<file path="src/rtl/cpu16_pkg.sv">
// Shared CPU-16 datapath constants and types used by the register file.
package cpu16_pkg;

  localparam int DATA_WIDTH = 16;
  localparam int ADDR_WIDTH = 2;
  localparam int NUM_REGS   = 2 ** ADDR_WIDTH;

  typedef logic [DATA_WIDTH-1:0] word_t;
  typedef logic [ADDR_WIDTH-1:0] reg_addr_t;

endpackage : cpu16_pkg

</file>
<file path="src/rtl/rf_reg.sv">
// Single register with asynchronous active-high clear and load enable.
module rf_reg #(
  parameter int WIDTH = cpu16_pkg::DATA_WIDTH
) (
  input  logic             clk_i,
  input  logic             rst_i,
  input  logic             load_i,
  input  logic [WIDTH-1:0] d_i,
  output logic [WIDTH-1:0] q_o
);

  import cpu16_pkg::*;

  logic [WIDTH-1:0] dataQ;
  logic [WIDTH-1:0] dataD;

  always_comb begin
    dataD = dataQ;
    if (load_i) begin
      dataD = d_i;
    end
  end

  // Clear wins over load, so a write coinciding with reset is discarded.
  always_ff @(posedge clk_i or posedge rst_i) begin
    if (rst_i) begin
      dataQ <= '0;
    end else begin
      dataQ <= dataD;
    end
  end

  assign q_o = dataQ;

endmodule : rf_reg

</file>
<file path="src/rtl/register_file.sv">
// 4 x 16-bit register file: two combinational read ports, one clocked write port.
module register_file #(
  parameter int DATA_WIDTH = cpu16_pkg::DATA_WIDTH,
  parameter int ADDR_WIDTH = cpu16_pkg::ADDR_WIDTH
) (
  input  logic                  Clock,
  input  logic                  Reset,
  input  logic [ADDR_WIDTH-1:0] RS,
  input  logic [ADDR_WIDTH-1:0] RT,
  input  logic [ADDR_WIDTH-1:0] RD,
  input  logic [DATA_WIDTH-1:0] WriteData,
  input  logic                  RegWrite,
  output logic [DATA_WIDTH-1:0] ReadRS,
  output logic [DATA_WIDTH-1:0] ReadRT
);

  import cpu16_pkg::*;

  localparam int NumRegs = 2 ** ADDR_WIDTH;

  logic [NumRegs-1:0]    loadEn;
  logic [DATA_WIDTH-1:0] regQ [NumRegs];

  // One-hot write-enable decode of RD, gated by RegWrite.
  always_comb begin
    loadEn = '0;
    if (RegWrite) begin
      loadEn[RD] = 1'b1;
    end
  end

  for (genvar i = 0; i < NumRegs; i++) begin : gRegs
    rf_reg #(
      .WIDTH (DATA_WIDTH)
    ) uReg (
      .clk_i  (Clock),
      .rst_i  (Reset),
      .load_i (loadEn[i]),
      .d_i    (WriteData),
      .q_o    (regQ[i])
    );
  end

  // No write bypass: reads see the stored value until the write edge.
  assign ReadRS = regQ[RS];
  assign ReadRT = regQ[RT];

endmodule : register_file

</file>
<file path="config.mk">
export PLATFORM = sky130hd
export DESIGN_NAME = register_file
export DESIGN_NICKNAME = d
export VERILOG_FILES = /design/src/rtl/cpu16_pkg.sv /design/src/rtl/rf_reg.sv /design/src/rtl/register_file.sv
export SDC_FILE = /design/constraint.sdc
export NUM_CORES = 1
export LEC_CHECK = 0
export BUFFER_PORTS_ARGS = -buffer_cell sky130_fd_sc_hd__buf_4
export CORE_UTILIZATION = 56
export CTS_CLUSTER_DIAMETER = 50
export CTS_CLUSTER_SIZE = 10
export DETAILED_ROUTE_END_ITERATION = 8
export GPL_ROUTABILITY_DRIVEN = 0
export PLACE_DENSITY = 0.8
export SETUP_SLACK_MARGIN = 0.1
export SLEW_MARGIN = 0
export SYNTH_ARGS = -nofsm -noshare
export SYNTH_HDL_FRONTEND = slang
export SYNTH_SLANG_ARGS = --single-unit
export TNS_END_PERCENT = 100
</file>
<file path="constraint.sdc">
create_clock -name Clock -period 4.8 [get_ports Clock]
set_input_delay 0 -clock Clock [delete_from_list [all_inputs] [get_ports Clock]]
set_output_delay 0 -clock Clock [all_outputs]
set_load 0.01 [all_outputs]
</file>
Yosys cells after proc, flatten, opt, wreduce, memory -nomap -nowiden
Cells that the tools add are included.

operators by class
  magnitude comparators = 4
  mux-type cells = 9
  bitwise gates (word level) = 2
  reductions and logical operators = 1

operators with widths
  cell                                                        number
  binary-select mux 16 bit (select 2 bit)                     2
  2-to-1 mux 16 bit                                           4
  >= comparator 3 bit, second input constant                  2
  inverter 2 -> 3 bit                                         2
  2-to-1 mux 4 bit                                            1
  less-than comparator 2 x 3 -> 1 bit, second input constant  1
  demux 1 bit (select 2 bit)                                  1
  >= comparator 2 x 1 -> 1 bit, second input constant         1
  logical AND 1 bit                                           1
  2-to-1 mux 1 bit                                            1

storage, ports and cells
  bits in registers = 64

Longest topological paths before layout
Gate-level depths: netlist of the first run.

  depth after elaboration = 5
  mapped depth = 3
  depth with buffers taken out = 2

By module
A second synthesis of the first run with hierarchy kept.

unflattened totals
  cells, all modules = 184
  area, all modules = 3492.1 um2

modules (own cells, without submodules)
  module         times used  cells an instance  area an instance (um2)  seq. area each (um2)
  rf_reg         4           35                 653.1                   400.4
  register_file  1           44                 879.6                   0.0

Worst setup path before layout of the first run
No wires, ideal clock.

  path type = in2out
  start = input port RS[0]
  end = output port ReadRS[10]
  arrival = 0.992 ns
  data required time = 4.800 ns
  slack = 3.808 ns
  cell stages on the path = 3
  buffers on the path = 2
  path through = buf_2 -> buf_4 -> mux4_2

on the way
  word-level cells in the longest chain between the ends = 4

ends and longest elaborated chain
  element                                               RTL line             text
  start: declaration                                    register_file.sv:8   input logic [ADDR_WIDTH-1:0] RS,
  inverter 2 -> 3 bit (implied by the code)             register_file.sv:45  assign ReadRS = regQ[RS];
  binary-select mux 16 bit (select 2 bit)               register_file.sv:45
  2-to-1 mux 16 bit (implied by the code) (2 in a row)  register_file.sv:45
  end: declaration                                      register_file.sv:13  output logic [DATA_WIDTH-1:0] ReadRS,

No other way between the ends. The select of a mux whose other input is x is not followed.

Worst setup path in the final report of the first run
  start = register gRegs[3].uReg.dataQ[1]
  end = output port ReadRS[1]

on the way
  word-level cells in the longest chain between the ends = 3

ends and longest elaborated chain
  element                                               RTL line             text
  start: declaration                                    rf_reg.sv:14         logic [WIDTH-1:0] dataQ;
  start signal: assignment                              rf_reg.sv:29         dataQ <= dataD;
  binary-select mux 16 bit (select 2 bit)               register_file.sv:45
  2-to-1 mux 16 bit (implied by the code) (2 in a row)  register_file.sv:45

No other way between the ends. The select of a mux whose other input is x is not followed.

==> impl_metrics.py, run 1 <==
metrics = {
    "clocking": {
        "cts.root.buffer_cell": "sky130_fd_sc_hd__clkbuf_8",
        "total_number_of_h_tree_levels": 3,
        "cts_max_path_buffers": 2,
        "tritoncts.num_buffers": 9,
        "clock_sink_count": 64,
        "cts_post_setup_buffers_inserted": 0,
        "cts_hold_buffers": 17,
        "tritoncts": "done",
        "clock_pin_slew_worst_setup_and_hold_paths_ns": 0.07,
        "clk-insertion-delay-late_ns": 0.32,
        "cts_resized": 0,
    },
    "setup_path": {
        "timing.critical_path.required_ns": 4.80,
        "critical-path-slowest-cell": "sky130_fd_sc_hd__mux4_2",
        "max_stage_delay_ns": 0.49,
        "element_type_at_the_critical_path_end": "output port",
        "critical_path_peak_fanout": 3,
        "critical_path.n_buffers_inverters": 1,
        "first_element_of_the_critical_path": "gRegs[3].uReg.q_o[1]",
        "worstSetupPathType": "flip-flop to output port",
        "path_delay_family": "multiplexers",
        "reg2reg_from": "gRegs[2].uReg.q_o[8]",
        "crit_cells": 2,
        "arrival_ns": 1.37,
        "cp_cell_sequence": "mux4_2 > buf_4",
        "crit_path_start_kind": "flip-flop",
        "r2r_setup_slack_ns": 3.99,
        "critical_path.endpoint": "ReadRS[1]",
        "r2r_path_end": "gRegs[2].uReg.q_o[8]",
        "r2r.worst_path.cells": 1,
    },
    "yosys": {
        "post-synth-top-area-fraction": 0.5039,
        "yosysSeqAreaShare": 0.5039,
        "yosysTopAreaCell": "sky130_fd_sc_hd__dfrtp_1",
        "synth_top_cells_by_count": "64 x sky130_fd_sc_hd__dfrtp_1, 64 x sky130_fd_sc_hd__mux2_2, 32 x sky130_fd_sc_hd__mux4_2",
        "ys.flop_type": "sky130_fd_sc_hd__dfrtp_1",
        "synthArstFlopShare": 1.000,
        "instance_count_of_the_mapped_netlist": 177,
        "yosys.cell_types.count": 12,
        "synth_area_leaders": "sky130_fd_sc_hd__dfrtp_1 50%, sky130_fd_sc_hd__mux2_2 23%, sky130_fd_sc_hd__mux4_2 23%",
        "synth.yosys.warnings": 0,
        "synth.net_count": 202,
        "postSynthAreaPerCell_sq_um": 17.96,
        "number_of_enable_flip_flop_cells_after_synthesis": 0,
        "postSynthRegisterBits": 64,
        "syn-cell-area_sq_um": 3178,
    },
    "power_and_ir_drop": {
        "vdd.ir_drop.worst_uv": 248.6,
        "power_density_nw_per_um2": 402.1,
        "fin_total_pwr_mw": 1.603,
        "power.static_leakage_nw": 1.705,
    },
    "global_route": {
        "grt_start_max_net_pins": 65,
        "grt_antenna_before_repair": 0,
        "grt_pass1_wl_um": 11030,
        "globalRoute.totalOverflow": 0,
        "grt_pass1_vias": 2198,
        "grtUsageTotal": 0.2552,
    },
    "sta": {
        "setup-tns-final_ns": 0,
        "fin_ws_ns": 3.428,
        "final-hold-violation-count": 0,
        "slew-limit-headroom": 0.3586,
        "achievable-frequency_mhz": 729.0,
        "timing.clock.skew_ns": 0,
        "worst-slew-pin-transition_ns": 0.9611,
        "setup_viol": 0,
        "post-route-min-period_ns": 1.372,
        "timing.final.crit_share": 0.2858,
        "rsz_0062_raised_after_global_routing": "false",
        "pins_over_their_slew_limit": 0,
    },
    "placed_design": {
        "place_worst_setup_slack_ns": 3.296,
        "placed_cell_area_sq_um": 3616,
        "port-buffer-count": 56,
        "place_hpwl_um": 4289,
    },
    "floorplan": {
        "num_rows": 27,
        "die_h_um": 77.34,
        "die_w_um": 77.34,
        "placeable_area_sq_um": 5473,
        "die_ar_sq_um": 5981,
        "initial_core_util": 0.5807,
        "io_pins": 57,
    },
    "worst_hold_path": {
        "holdCritPathClass": "input port to flip-flop",
    },
    "finish": {
        "layout-drive-gt1-share": 0.6745,
        "antennaDiodeCount": 0,
        "final_design_area_no_fill_sq_um": 3985,
        "finish.net_count": 275,
        "largest_register_ff_count": 64,
        "syn_to_layout_area_delta_pct": 25.39,
    },
    "routing": {
        "drt_iter0_markers": 153,
        "post_detailed_route_drc_marker_count": 0,
        "detailroute.via_count": 1938,
        "total_routed_wirelength_um": 6725,
        "routed_length_per_placed_instance_um": 20.57,
        "route.detailed.vias_per_inst": 5.927,
        "detailedRoute.firstPassIterationCount": 4,
        "antenna_violating_nets_post_route": 0,
    },
    "run_status": {
        "outcome": "finished, final reports clean",
    },
    "flow_run": {
        "drv_cap": 0,
    },
}
-- worst min path at each step --
stage            startpoint                     to  cells past startpoint
2_1_floorplan  WriteData[0]   gRegs[1].uReg.q_o[0]                      1
3_3_place_gp          Reset   gRegs[1].uReg.q_o[3]                      3
3_5_place_dp   WriteData[4]   gRegs[0].uReg.q_o[4]                      2
4_1_cts               RD[1]  gRegs[0].uReg.q_o[11]                      3
5_1_grt               RD[1]   gRegs[0].uReg.q_o[0]                      3
6_report              RD[0]  gRegs[0].uReg.q_o[11]                      3
-- area by class of cell --
type,count,area [sq um]
multi-input combinational,100,1493
fill,373,1488
sequential,64,1602
tap,72,90.09
clock buffer,13,158.9
inverter,1,3.754
clock inverter,3,40.04
timing repair buffer,74,598.1
-- metal layers --
| metal | track usage | wire [um] | vias up | share of wire |
|---|---|---|---|---|
| met5 | 0 | 0 | - | 0 |
| met4 | 0.1057 | 61 | 0 | 0.0091 |
| met3 | 0.06235 | 294 | 6 | 0.044 |
| met2 | 0.4274 | 3659 | 67 | 0.54 |
| met1 | 0.3191 | 2710 | 1028 | 0.40 |
| li1 | - | - | 837 | - |
-- stage by stage --
step | hold slack [ns] | instances | utilization
after floorplan | 0.1504 | 177 | -
after global placement | 0.2527 | 294 | 0.6607
after detailed placement | 0.2627 | 294 | 0.6607
after CTS | 0.1886 | 327 | 0.7282
after global routing | 0.1990 | 327 | 0.7282
final | 0.2012 | 327 | 0.7282
-- kinds of logic (layout without fill, tap and decap cells) --
group,Yosys count,after routing,share of synthesized area
flops,64,64,0.5039
simple gates,4,4,0.01614
buf+inv,13,91,0.02637
mux,96,96,0.4535
-- placed cells by master, fill, tap and decap left out, types with 2 or more instances in the layout --
cell	synthesis	layout
sky130_fd_sc_hd__clkbuf_8	1	11
sky130_fd_sc_hd__clkbuf_1	2	2
sky130_fd_sc_hd__dfrtp_1	64	64
sky130_fd_sc_hd__buf_4	3	57
sky130_fd_sc_hd__mux2_2	64	64
sky130_fd_sc_hd__nand3b_2	2	2
sky130_fd_sc_hd__clkinv_2	0	2
sky130_fd_sc_hd__mux4_2	32	32
sky130_fd_sc_hd__dlygate4sd3_1	0	17
-- power by group --
group | switching (mW) | internal [mW] | total, mW
Clock | 0.189 | 0.267 | 0.456
Sequential | 0.0735 | 0.643 | 0.716
Combinational | 0.156 | 0.274 | 0.430
Total | 0.418 | 1.18 | 1.60
(Power assumes the default switching activity.)
==> inputs of run 2 (changes only) <==
- clock period: 4.8 -> 1.3 ns (I/O delays scaled with it)
==> impl_metrics.py, run 2 (synthesized netlist as in run 1, its figures left out) <==
metrics = {
    "run_status": {
        "outcome": "finished, violations left",
        "violated_checks": "setup timing",
    },
    "finish": {
        "multi_input_area_sq_um": 1493,
        "final_cells": 338,
        "syn_to_layout_area_delta_pct": 33.19,
        "layout.filler_cells": 342,
        "layout-drive-gt1-share": 0.6917,
        "final_design_area_no_fill_sq_um": 4233,
        "largest_register_ff_count": 64,
        "finish.net_count": 287,
        "sequential_cell_area_sq_um": 1602,
        "layout.cells.most_common_list": "64 x sky130_fd_sc_hd__mux2_2, 64 x sky130_fd_sc_hd__dfrtp_1, 36 x sky130_fd_sc_hd__buf_4",
        "antennaDiodeCount": 0,
    },
    "routing": {
        "route.detailed.vias_per_inst": 5.908,
        "detailedRoute.firstPassIterationCount": 6,
        "total_routed_wirelength_um": 7027,
        "routed_length_per_placed_instance_um": 20.79,
        "post_detailed_route_drc_marker_count": 0,
        "drt_iter0_markers": 100,
        "antenna_violating_nets_post_route": 0,
        "detailroute.via_count": 1997,
    },
    "sta": {
        "pins_over_their_slew_limit": 0,
        "timing.final.crit_share": 1.066,
        "rsz_0062_raised_after_global_routing": "true",
        "fin_ws_ns": -0.08516,
        "setup-tns-final_ns": -1.686,
        "setup_viol": 32,
        "timing.clock.skew_ns": 0,
        "hold-worst-slack_ns": 0.2514,
        "worst-slew-pin-transition_ns": 0.5176,
        "final-hold-violation-count": 0,
        "post-route-min-period_ns": 1.385,
        "slew-limit-headroom": 0.6545,
        "achievable-frequency_mhz": 721.9,
    },
    "clocking": {
        "cts.root.buffer_cell": "sky130_fd_sc_hd__clkbuf_8",
        "tritoncts.num_buffers": 9,
        "clock_pin_slew_worst_setup_and_hold_paths_ns": 0.07,
        "total_number_of_h_tree_levels": 3,
        "clock_sink_count": 64,
        "clk-insertion-delay-late_ns": 0.33,
        "tritoncts": "done",
        "cts_max_path_buffers": 2,
    },
    "placed_design": {
        "place_hpwl_um": 4552,
        "placed_cell_area_sq_um": 3685,
        "port-buffer-count": 56,
        "place.detailed.instances": 301,
    },
    "setup_path": {
        "critical_path.endpoint": "ReadRT[14]",
        "cp_cell_sequence": "mux4_2 > buf_6",
        "element_type_at_the_critical_path_end": "output port",
        "max_stage_delay_ns": 0.51,
        "critical_path.n_buffers_inverters": 1,
        "crit_cells": 2,
        "crit_path_start_kind": "flip-flop",
        "r2r.worst_path.cells": 3,
        "worstSetupPathType": "flip-flop to output port",
        "first_element_of_the_critical_path": "gRegs[3].uReg.q_o[14]",
        "r2r_setup_slack_ns": 0.26,
        "timing.critical_path.required_ns": 1.30,
        "critical-path-slowest-cell": "sky130_fd_sc_hd__mux4_2",
        "reg2reg_from": "gRegs[3].uReg.q_o[13]",
        "critical_path_peak_fanout": 3,
        "r2r_path_end": "gRegs[3].uReg.q_o[13]",
        "arrival_ns": 1.39,
        "path_delay_family": "multiplexers",
    },
    "global_route": {
        "grt_antenna_before_repair": 0,
        "globalRoute.totalOverflow": 0,
        "grtUsageTotal": 0.2647,
        "grt_pass1_vias": 2234,
        "grt_start_max_net_pins": 65,
        "grt_pass1_wl_um": 11580,
    },
    "power_and_ir_drop": {
        "vdd.ir_drop.worst_uv": 983.8,
        "power.static_leakage_nw": 1.809,
        "power_density_nw_per_um2": 1507,
        "fin_total_pwr_mw": 6.380,
    },
    "floorplan": {
        "initial_core_util": 0.5807,
        "num_rows": 27,
        "die_w_um": 77.34,
        "placeable_area_sq_um": 5473,
        "io_pins": 57,
        "die_h_um": 77.34,
        "die_ar_sq_um": 5981,
    },
    "worst_hold_path": {
        "holdCritPathClass": "input port to flip-flop",
        "hold_start": "RegWrite",
    },
    "flow_run": {
        "drv_cap": 0,
    },
}
## run 2: timing repair
action                                  CTS  global route
resized for setup                        32             0
endpoints found under the hold margin   128             0
hold buffers                             17             0
endpoints found under the setup margin   32            32
setup buffers                             3             2
## run 2: how the worst min path moves through the flow
stage / end / slack, ns / cells past startpoint
2_1_floorplan: gRegs[0].uReg.q_o[0] / 0.13 / 1
3_3_place_gp: gRegs[0].uReg.q_o[6] / 0.11 / 3
3_5_place_dp: gRegs[1].uReg.q_o[8] / 0.12 / 3
4_1_cts: gRegs[1].uReg.q_o[1] / 0.24 / 4
5_1_grt: gRegs[1].uReg.q_o[15] / 0.24 / 4
6_report: gRegs[1].uReg.q_o[1] / 0.25 / 4
## run 2: cell type report
cell class | instances | share of cell area
clock inverters | 3 | 0.01537
flip-flops and latches | 64 | 0.3784
repair buffers | 86 | 0.1939
clock buffers | 12 | 0.03665
inverters | 1 | 0.001774
well taps | 72 | 0.02128
multi-input cells | 100 | 0.3526
## run 2: worst register-to-register path, stage by stage, from the launching register on
cell and delay [ns]:
sky130_fd_sc_hd__dfrtp_1 0.40, sky130_fd_sc_hd__buf_4 0.14, sky130_fd_sc_hd__buf_4 0.12, sky130_fd_sc_hd__mux2_2 0.27
## run 2: power by group
group	internal, mW	total [mW]	switching, mW
logic	1.21	1.84	0.635
clock network	1.17	1.89	0.723
registers	2.37	2.64	0.270
## run 2: through the flow
step                utilization  setup slack, ns
finish                   0.7734         -0.08516
CTS                      0.7707         -0.09503
global route             0.7734          -0.1149
detailed placement       0.6733           0.1780
global placement         0.6733           0.2290
floorplan                     -           0.3081
## run 2: routing by layer
layer,global-route usage,wire [um],vias up
met2,0.4363,3785,49
met4,0.1151,102,0
met3,0.04941,211,11
met1,0.3458,2928,1069
met5,0,0,-
li1,-,-,868
